<file path="config.mk">
export PLATFORM = sky130hd
export DESIGN_NAME = lc3_control_fsm
export DESIGN_NICKNAME = d
export VERILOG_FILES = /design/src/rtl/lc3_control_fsm.sv
export SDC_FILE = /design/constraint.sdc
export NUM_CORES = 1
export LEC_CHECK = 0
export ABC_AREA = 0
export CORE_MARGIN = 3
export CORE_UTILIZATION = 45
export CTS_BUF_LIST = sky130_fd_sc_hd__clkbuf_8 sky130_fd_sc_hd__clkbuf_16
export DETAILED_ROUTE_END_ITERATION = 8
export DONT_BUFFER_PORTS = 1
export PLACE_DENSITY = 0.66
export REMOVE_ABC_BUFFERS = 1
export SLEW_MARGIN = 20
export SYNTH_ARGS = -nofsm -noshare
export SYNTH_HDL_FRONTEND = slang
export SYNTH_SLANG_ARGS = --single-unit
</file>
<file path="constraint.sdc">
create_clock -name Clk -period 3.44 [get_ports Clk]
set_clock_uncertainty 0.1 [all_clocks]
set_input_delay 0.516 -clock Clk [delete_from_list [all_inputs] [get_ports Clk]]
set_output_delay 0.516 -clock Clk [all_outputs]
set_load 0.01 [all_outputs]
</file>
<file path="src/rtl/lc3_control_fsm.sv">
`default_nettype none
// ============================================================================
// Module      : lc3_control_fsm
// Description : Moore sequencing controller for the LC-3 datapath. Drives all
//               load enables, bus gates, mux selects and SRAM strobes.
// Revision    : 1.0 - initial release
// ============================================================================
module lc3_control_fsm (
    input  logic       Clk,
    input  logic       Reset_n,
    input  logic       Run,
    input  logic       Continue,
    input  logic [3:0] Opcode,
    input  logic       IR_5,
    input  logic       IR_11,
    input  logic       BEN,
    input  logic       Mem_Ready,
    output logic       LD_MAR,
    output logic       LD_MDR,
    output logic       LD_IR,
    output logic       LD_BEN,
    output logic       LD_CC,
    output logic       LD_REG,
    output logic       LD_PC,
    output logic       LD_LED,
    output logic       GatePC,
    output logic       GateMDR,
    output logic       GateALU,
    output logic       GateMARMUX,
    output logic [1:0] PCMUX,
    output logic       DRMUX,
    output logic       SR1MUX,
    output logic       SR2MUX,
    output logic       ADDR1MUX,
    output logic [1:0] ADDR2MUX,
    output logic [1:0] ALUK,
    output logic       Mem_OE,
    output logic       Mem_WE
);

    localparam logic [3:0] c_OP_BR    = 4'b0000;
    localparam logic [3:0] c_OP_ADD   = 4'b0001;
    localparam logic [3:0] c_OP_JSR   = 4'b0100;
    localparam logic [3:0] c_OP_AND   = 4'b0101;
    localparam logic [3:0] c_OP_LDR   = 4'b0110;
    localparam logic [3:0] c_OP_STR   = 4'b0111;
    localparam logic [3:0] c_OP_NOT   = 4'b1001;
    localparam logic [3:0] c_OP_JMP   = 4'b1100;
    localparam logic [3:0] c_OP_PAUSE = 4'b1101;

    localparam logic [1:0] c_PCMUX_INC   = 2'b00;
    localparam logic [1:0] c_PCMUX_BUS   = 2'b01;
    localparam logic [1:0] c_PCMUX_ADDER = 2'b10;

    localparam logic [1:0] c_ADDR2_OFF6  = 2'b01;
    localparam logic [1:0] c_ADDR2_OFF9  = 2'b10;
    localparam logic [1:0] c_ADDR2_OFF11 = 2'b11;

    localparam logic [1:0] c_ALUK_ADD  = 2'b00;
    localparam logic [1:0] c_ALUK_AND  = 2'b01;
    localparam logic [1:0] c_ALUK_NOT  = 2'b10;
    localparam logic [1:0] c_ALUK_PASS = 2'b11;

    typedef enum logic [4:0] {
        ST_HALTED = 5'd0,
        ST_F1     = 5'd1,
        ST_F2     = 5'd2,
        ST_F3     = 5'd3,
        ST_DECODE = 5'd4,
        ST_ADD    = 5'd5,
        ST_AND    = 5'd6,
        ST_NOT    = 5'd7,
        ST_BR0    = 5'd8,
        ST_BR1    = 5'd9,
        ST_JMP    = 5'd10,
        ST_JSR0   = 5'd11,
        ST_JSR1   = 5'd12,
        ST_LDR0   = 5'd13,
        ST_LDR1   = 5'd14,
        ST_LDR2   = 5'd15,
        ST_STR0   = 5'd16,
        ST_STR1   = 5'd17,
        ST_STR2   = 5'd18,
        ST_PAUSE0 = 5'd19,
        ST_PAUSE1 = 5'd20
    } state_t;

    state_t r_state;
    state_t w_next_state;

    // Outputs decode from r_state only, so the async reset into HALTED
    // clears every strobe and enable in the same cycle.
    always_ff @(posedge Clk or negedge Reset_n) begin
        if (!Reset_n) begin
            r_state <= ST_HALTED;
        end else begin
            r_state <= w_next_state;
        end
    end

    always_comb begin
        w_next_state = r_state;
        LD_MAR       = 1'b0;
        LD_MDR       = 1'b0;
        LD_IR        = 1'b0;
        LD_BEN       = 1'b0;
        LD_CC        = 1'b0;
        LD_REG       = 1'b0;
        LD_PC        = 1'b0;
        LD_LED       = 1'b0;
        GatePC       = 1'b0;
        GateMDR      = 1'b0;
        GateALU      = 1'b0;
        GateMARMUX   = 1'b0;
        PCMUX        = c_PCMUX_INC;
        DRMUX        = 1'b0;
        SR1MUX       = 1'b0;
        SR2MUX       = 1'b0;
        ADDR1MUX     = 1'b0;
        ADDR2MUX     = 2'b00;
        ALUK         = c_ALUK_ADD;
        Mem_OE       = 1'b0;
        Mem_WE       = 1'b0;

        case (r_state)
            ST_HALTED: begin
                if (Run) w_next_state = ST_F1;
            end
            ST_F1: begin
                GatePC       = 1'b1;
                LD_MAR       = 1'b1;
                PCMUX        = c_PCMUX_INC;
                LD_PC        = 1'b1;
                w_next_state = ST_F2;
            end
            ST_F2: begin
                Mem_OE = 1'b1;
                LD_MDR = 1'b1;
                if (Mem_Ready) w_next_state = ST_F3;
            end
            ST_F3: begin
                GateMDR      = 1'b1;
                LD_IR        = 1'b1;
                w_next_state = ST_DECODE;
            end
            ST_DECODE: begin
                LD_BEN = 1'b1;
                case (Opcode)
                    c_OP_ADD:   w_next_state = ST_ADD;
                    c_OP_AND:   w_next_state = ST_AND;
                    c_OP_NOT:   w_next_state = ST_NOT;
                    c_OP_BR:    w_next_state = ST_BR0;
                    c_OP_JMP:   w_next_state = ST_JMP;
                    c_OP_JSR:   w_next_state = ST_JSR0;
                    c_OP_LDR:   w_next_state = ST_LDR0;
                    c_OP_STR:   w_next_state = ST_STR0;
                    c_OP_PAUSE: w_next_state = ST_PAUSE0;
                    default:    w_next_state = ST_F1;
                endcase
            end
            ST_ADD, ST_AND, ST_NOT: begin
                SR1MUX       = 1'b1;
                SR2MUX       = IR_5;
                GateALU      = 1'b1;
                LD_REG       = 1'b1;
                LD_CC        = 1'b1;
                DRMUX        = 1'b0;
                ALUK         = (r_state == ST_ADD) ? c_ALUK_ADD :
                               (r_state == ST_AND) ? c_ALUK_AND : c_ALUK_NOT;
                w_next_state = ST_F1;
            end
            ST_BR0: begin
                w_next_state = BEN ? ST_BR1 : ST_F1;
            end
            ST_BR1: begin
                ADDR1MUX     = 1'b0;
                ADDR2MUX     = c_ADDR2_OFF9;
                PCMUX        = c_PCMUX_ADDER;
                LD_PC        = 1'b1;
                w_next_state = ST_F1;
            end
            ST_JMP: begin
                SR1MUX       = 1'b1;
                ALUK         = c_ALUK_PASS;
                GateALU      = 1'b1;
                PCMUX        = c_PCMUX_BUS;
                LD_PC        = 1'b1;
                w_next_state = ST_F1;
            end
            ST_JSR0: begin
                GatePC       = 1'b1;
                DRMUX        = 1'b1;
                LD_REG       = 1'b1;
                w_next_state = ST_JSR1;
            end
            ST_JSR1: begin
                LD_PC = 1'b1;
                // JSR takes the PC-relative adder path; JSRR routes BaseR over the bus.
                if (IR_11) begin
                    ADDR1MUX = 1'b0;
                    ADDR2MUX = c_ADDR2_OFF11;
                    PCMUX    = c_PCMUX_ADDER;
                end else begin
                    SR1MUX   = 1'b1;
                    ALUK     = c_ALUK_PASS;
                    GateALU  = 1'b1;
                    PCMUX    = c_PCMUX_BUS;
                end
                w_next_state = ST_F1;
            end
            ST_LDR0, ST_STR0: begin
                SR1MUX       = 1'b1;
                ADDR1MUX     = 1'b1;
                ADDR2MUX     = c_ADDR2_OFF6;
                GateMARMUX   = 1'b1;
                LD_MAR       = 1'b1;
                w_next_state = (r_state == ST_LDR0) ? ST_LDR1 : ST_STR1;
            end
            ST_LDR1: begin
                Mem_OE = 1'b1;
                LD_MDR = 1'b1;
                if (Mem_Ready) w_next_state = ST_LDR2;
            end
            ST_LDR2: begin
                GateMDR      = 1'b1;
                DRMUX        = 1'b0;
                LD_REG       = 1'b1;
                LD_CC        = 1'b1;
                w_next_state = ST_F1;
            end
            ST_STR1: begin
                SR1MUX       = 1'b0;
                ALUK         = c_ALUK_PASS;
                GateALU      = 1'b1;
                LD_MDR       = 1'b1;
                w_next_state = ST_STR2;
            end
            ST_STR2: begin
                Mem_WE = 1'b1;
                if (Mem_Ready) w_next_state = ST_F1;
            end
            ST_PAUSE0: begin
                LD_LED = 1'b1;
                if (Continue) w_next_state = ST_PAUSE1;
            end
            ST_PAUSE1: begin
                if (!Continue) w_next_state = ST_F1;
            end
            default: begin
                w_next_state = ST_HALTED;
            end
        endcase
    end

endmodule
`default_nettype wire

</file>
**Yosys cells after proc, flatten, opt, wreduce, memory -nomap -nowiden**

Memory sizes are Yosys's and may differ from the RTL's.
Cells that the tools add are included.

- Flip-flop bits (word level): 5
- Bits in read-only memories: 80
- Bits of input ports: 12
- Word-level logic and storage cells: 79
- Memories: 1

- Eq/ne operators: 26
- Mux-type cells: 35
- Reduce and logical (&&, ||, !) cells: 16

Memory list:

| name | words | bits a word | read ports | clocked after memory_dff | write ports | RTL line | text |
|---|---|---|---|---|---|---|---|
| (no name shown) | 16 | 5 | 1 | 0 | 0 | 148 | `case (Opcode)` |

Operators by type and width:

| cell | number |
|---|---|
| case mux 5 bit (14 select lines) | 1 |
| equality test 5 x 4 -> 1 bit (second input constant) | 8 |
| two-way mux 5 bit | 7 |
| equality test 5 bit (second input constant) | 5 |
| equality test 5 x 3 -> 1 bit (second input constant) | 4 |
| case mux 2 bit (3 select lines) | 3 |
| two-way mux 1 bit | 16 |
| inequality test 2 bit (second input constant) | 6 |
| equality test 5 x 2 -> 1 bit (second input constant) | 2 |
| two-way mux 2 bit | 5 |
| OR reduction 2 bit | 5 |
| OR reduction 5 bit | 2 |
| OR reduction 3 bit | 3 |
| OR reduction 4 bit | 2 |
| OR reduction 7 bit | 1 |
| AND reduction 6 bit | 1 |
| OR reduction 6 bit | 1 |
| equality test 5 x 1 -> 1 bit (second input constant) | 1 |
| zero test 5 bit | 1 |
| two-way mux 4 bit | 1 |
| case mux 1 bit (2 select lines) | 2 |

**Depth between registers and ports, before layout**

- Word-level depth: 4
- Gate-level depth with buffers: 6
- Depth with buffers taken out: 6

**Least setup slack after synthesis**

No wires, ideal clock.

- Path kind: input-to-output
- From: in IR_11
- To: out GateALU
- Arrival: 1.327 ns
- Setup slack: 1.497 ns
- Stages: 4
- Cells stage by stage: or3b_1 > a21oi_1 > nor2_1 > o21ai_1

- Longest elaborated chain between the ends: 2

Ends and longest elaborated chain:

| item | RTL line | text |
|---|---|---|
| from (decl) | 15 | `input logic IR_11,` |
| two-way mux 1 bit | 199 | `if (IR_11) begin` |
| case mux 1 bit (2 select lines) | 125 | `case (r_state)` |
| to (decl) | 28 | `output logic GateALU,` |

Every way passes these cells.

**Worst setup path in the final report**

- From: reg r_state[2]
- To: out ALUK[1]

- Longest elaborated chain between the ends: 4
- Elaborated cells on any way between the ends: 11
- Classes of those cells: eq/ne: 6; mux: 3; reduce/logical: 2

Ends and longest elaborated chain:

| item | RTL line | text |
|---|---|---|
| from (decl) | 88 | `state_t r_state;` |
| from (signal assigned) | 97 | `r_state <= w_next_state;` |
| equality test 5 x 3 -> 1 bit | 125, 169 |  |
| two-way mux 2 bit | 169 | `(r_state == ST_AND) ? c_ALUK_AND : c_ALUK_NOT;` |
| two-way mux 2 bit | 168 | `ALUK = (r_state == ST_ADD) ? c_ALUK_ADD :` |
| case mux 2 bit (3 select lines) (*) | 125 |  |
| to (decl) | 36 | `output logic [1:0] ALUK,` |

Mark *: on every way between the ends. The rest lies on a longest branch, timed or not.

==> impl_results.md <==
- Critical-path maximum fanout: 24
- Critical Path AT: 1990 ps
- Clk_lat worst skew: 230 ps
- Row count: 16
- Final WL: 2.58 mm
- DR vias/cell: 6.21
- Cell area power density: 845 mW/mm2
- Share of cells above drive strength 1: 7.30%
- Top Registers: r_state x5
- Hold Path Class: in2reg
- Die X: 52.6 um
- First-pass GRT wire length: 4.27 mm
- Post-synthesis register bit count: 5
- Top reg by flops: r_state
- Max layer used: met4
- Gr ovfl total: 0
- Mapped Area: 977 um2
- Post-DP HPWL: 1.87 mm
- Gr usage total: 20.6%
- CTS clk-pin slew, worst paths: 40 ps
- Top-count cell post-synth: nor2_1
- Max_slew headroom: 47.4%
- Initial antenna violation count: 0
- Critical path origin: r_state[2]$_DFFE_PN0P_
- Port Buffers: 0
- # fillers: 222
- Unique masters post-synth: 48
- Worst r2r src: r_state[1]$_DFFE_PN0P_
- Design area: 983 um2
- Largest net degree at the start of global routing: 25
- CP required: 2820 ps
- Synth async-reset ratio: 100%
- Die footprint: 0.00277 mm2
- Post-synthesis sequential area ratio: 12.8%
- Most frequent cells after synthesis: nor2_1 (16), nand2_1 (14), a21oi_1 (9)
- Max-Cap Viols: 0
- Worst slew pin tran: 789 ps
- Critical Path End Type: output pin
- Vias: 1019
- Layout area overhead: 0.640%
- Final setup viols: 0
- Dpl cell area: 928 um2
- Post-CTS setup buffer count: 0
- Metal-1 WL: 1.16 mm
- Hold Violations, Final: 0
- Post-synth EDFFs: 0
- Area used by multi-input combinational logic: 739 um2
- Tmin final: 2610 ps
- Final Cycle Share: 75.9%
- H-tree depth: 1
- Max reg flops: 5
- Nets: 154
- Initial core utilization: 48.8%
- Worst Setup Start Kind: flop
- Sink Count: 5
- Fmax: 0.383 GHz
- Metal3 WL: 153 um
- Final Slew Violations: 0
- Antenna Nets Post-Route: 0
- Main synth FF type: dfrtp_1
- Mean Syn Cell Area: 6.74 um2
- IO Pins: 36
- Setup CP Type: reg2out
- Pre-antenna DRT Iters: 4
- Routability cong.: 0.852
- Core Footprint: 0.00200 mm2
- Total CTS buffers: 3
- Register area: 125 um2
- IR drop worst, VDD: 323 uV
- Pleak: 0.000409 uW
- Hold Crit Start: Opcode[2]
- DRT iter0 DRCs: 17
- Clk buf depth: 2
- Post-synth top area share: 12.8%
- Post-Synthesis Cells: 145
- RSZ-0062 raised after global routing: false
- Utilization after layout: 49.1%
- # diodes: 0
- Final setup TNS: 0 ps
- Routed len/inst: 15.7 um
- # DRC: 0
- Root Buffer: clkbuf_8
- Synth area leaders: dfrtp_1 (13%), nor2_1 (6.1%), nand2_1 (5.4%)
- Met2 wire len: 1.23 mm
- Synth warn: 0
- Number of global-route vias before repair: 948
- CTS tree: done
- Outcome: completed
- Synth area leader: dfrtp_1
- DIE HEIGHT: 52.6 um
where the power goes:
part	switching, uW	internal [uW]
clock	31.0	76.7
combinational	313	201
sequential	129	80.0
path summary, 6_finish.rpt:
kind                       slack [ps]  cells after the start                endpoint
setup / recovery                  830                      4                 ALUK[1]
max in group asynchronous        2580                      1  r_state[1]$_DFFE_PN0P_
min in group asynchronous         480                      1  r_state[2]$_DFFE_PN0P_
hold reg to reg                   900                      2  r_state[2]$_DFFE_PN0P_
setup reg to reg                 1500                      4  r_state[0]$_DFFE_PN0P_
hold / removal                    370                      1  r_state[4]$_DFFE_PN0P_
repair_timing:
action	4_1_cts	5_1_grt
resized for setup	0	0
hold buffers	1	0
hold endpoints to repair	5	0
critical path: stages, from the launching register on:
cell	delay, ps
dfrtp_1	780
or3b_1	470
a21oi_1	190
a31oi_1	60
o21ai_1	260
through the flow:
stage               hold slack [ps]  worst slack, ps  instances  power [uW]
floorplan                       120             1310        132         597
global placement                121             1130        159         713
detailed placement              121             1080        159         718
CTS                             356              833        164         833
global route                    376              647        164         912
finish                          366              830        164         831
placed cells by master (no fill, tap or decap), drive strengths merged, types with 3 or more instances in the layout:
cell	netlist	layout
nand2b	6	6
ha	4	4
a21oi	9	9
nor3	4	4
clkbuf	1	3
dfrtp	5	5
nand3	4	4
o21ai	11	11
a22oi	3	3
nor2	18	18
nand2	14	14
and2b	3	3
a31oi	5	5
nor2b	5	5
inv	8	9
layer usage:
metal	up-vias	track usage, %
met5	-	0
met4	0	9.36
met3	4	4.56
met2	27	33.1
met1	485	26.0
li1	503	-
final cells by class:
class,instances,share of cell area [%]
multi-input cells,119,75.2
repair buffers,1,1.02
clock inverters,1,0.382
clock buffers,3,4.20
well taps,27,3.44
flip-flops and latches,5,12.7
inverters,8,3.05
cell families after synthesis:
group,after synthesis,synth area share (%)
buffers and inverters,21,11.5
AND/OR/NAND/NOR,66,36.2
multiplexers,1,1.02
XOR/XNOR,2,2.56
adder cells (fa/ha/maj),4,5.12
AO/OA/AOI/OAI,46,30.7
flip-flops,5,12.8
(Power assumes the default switching activity.)
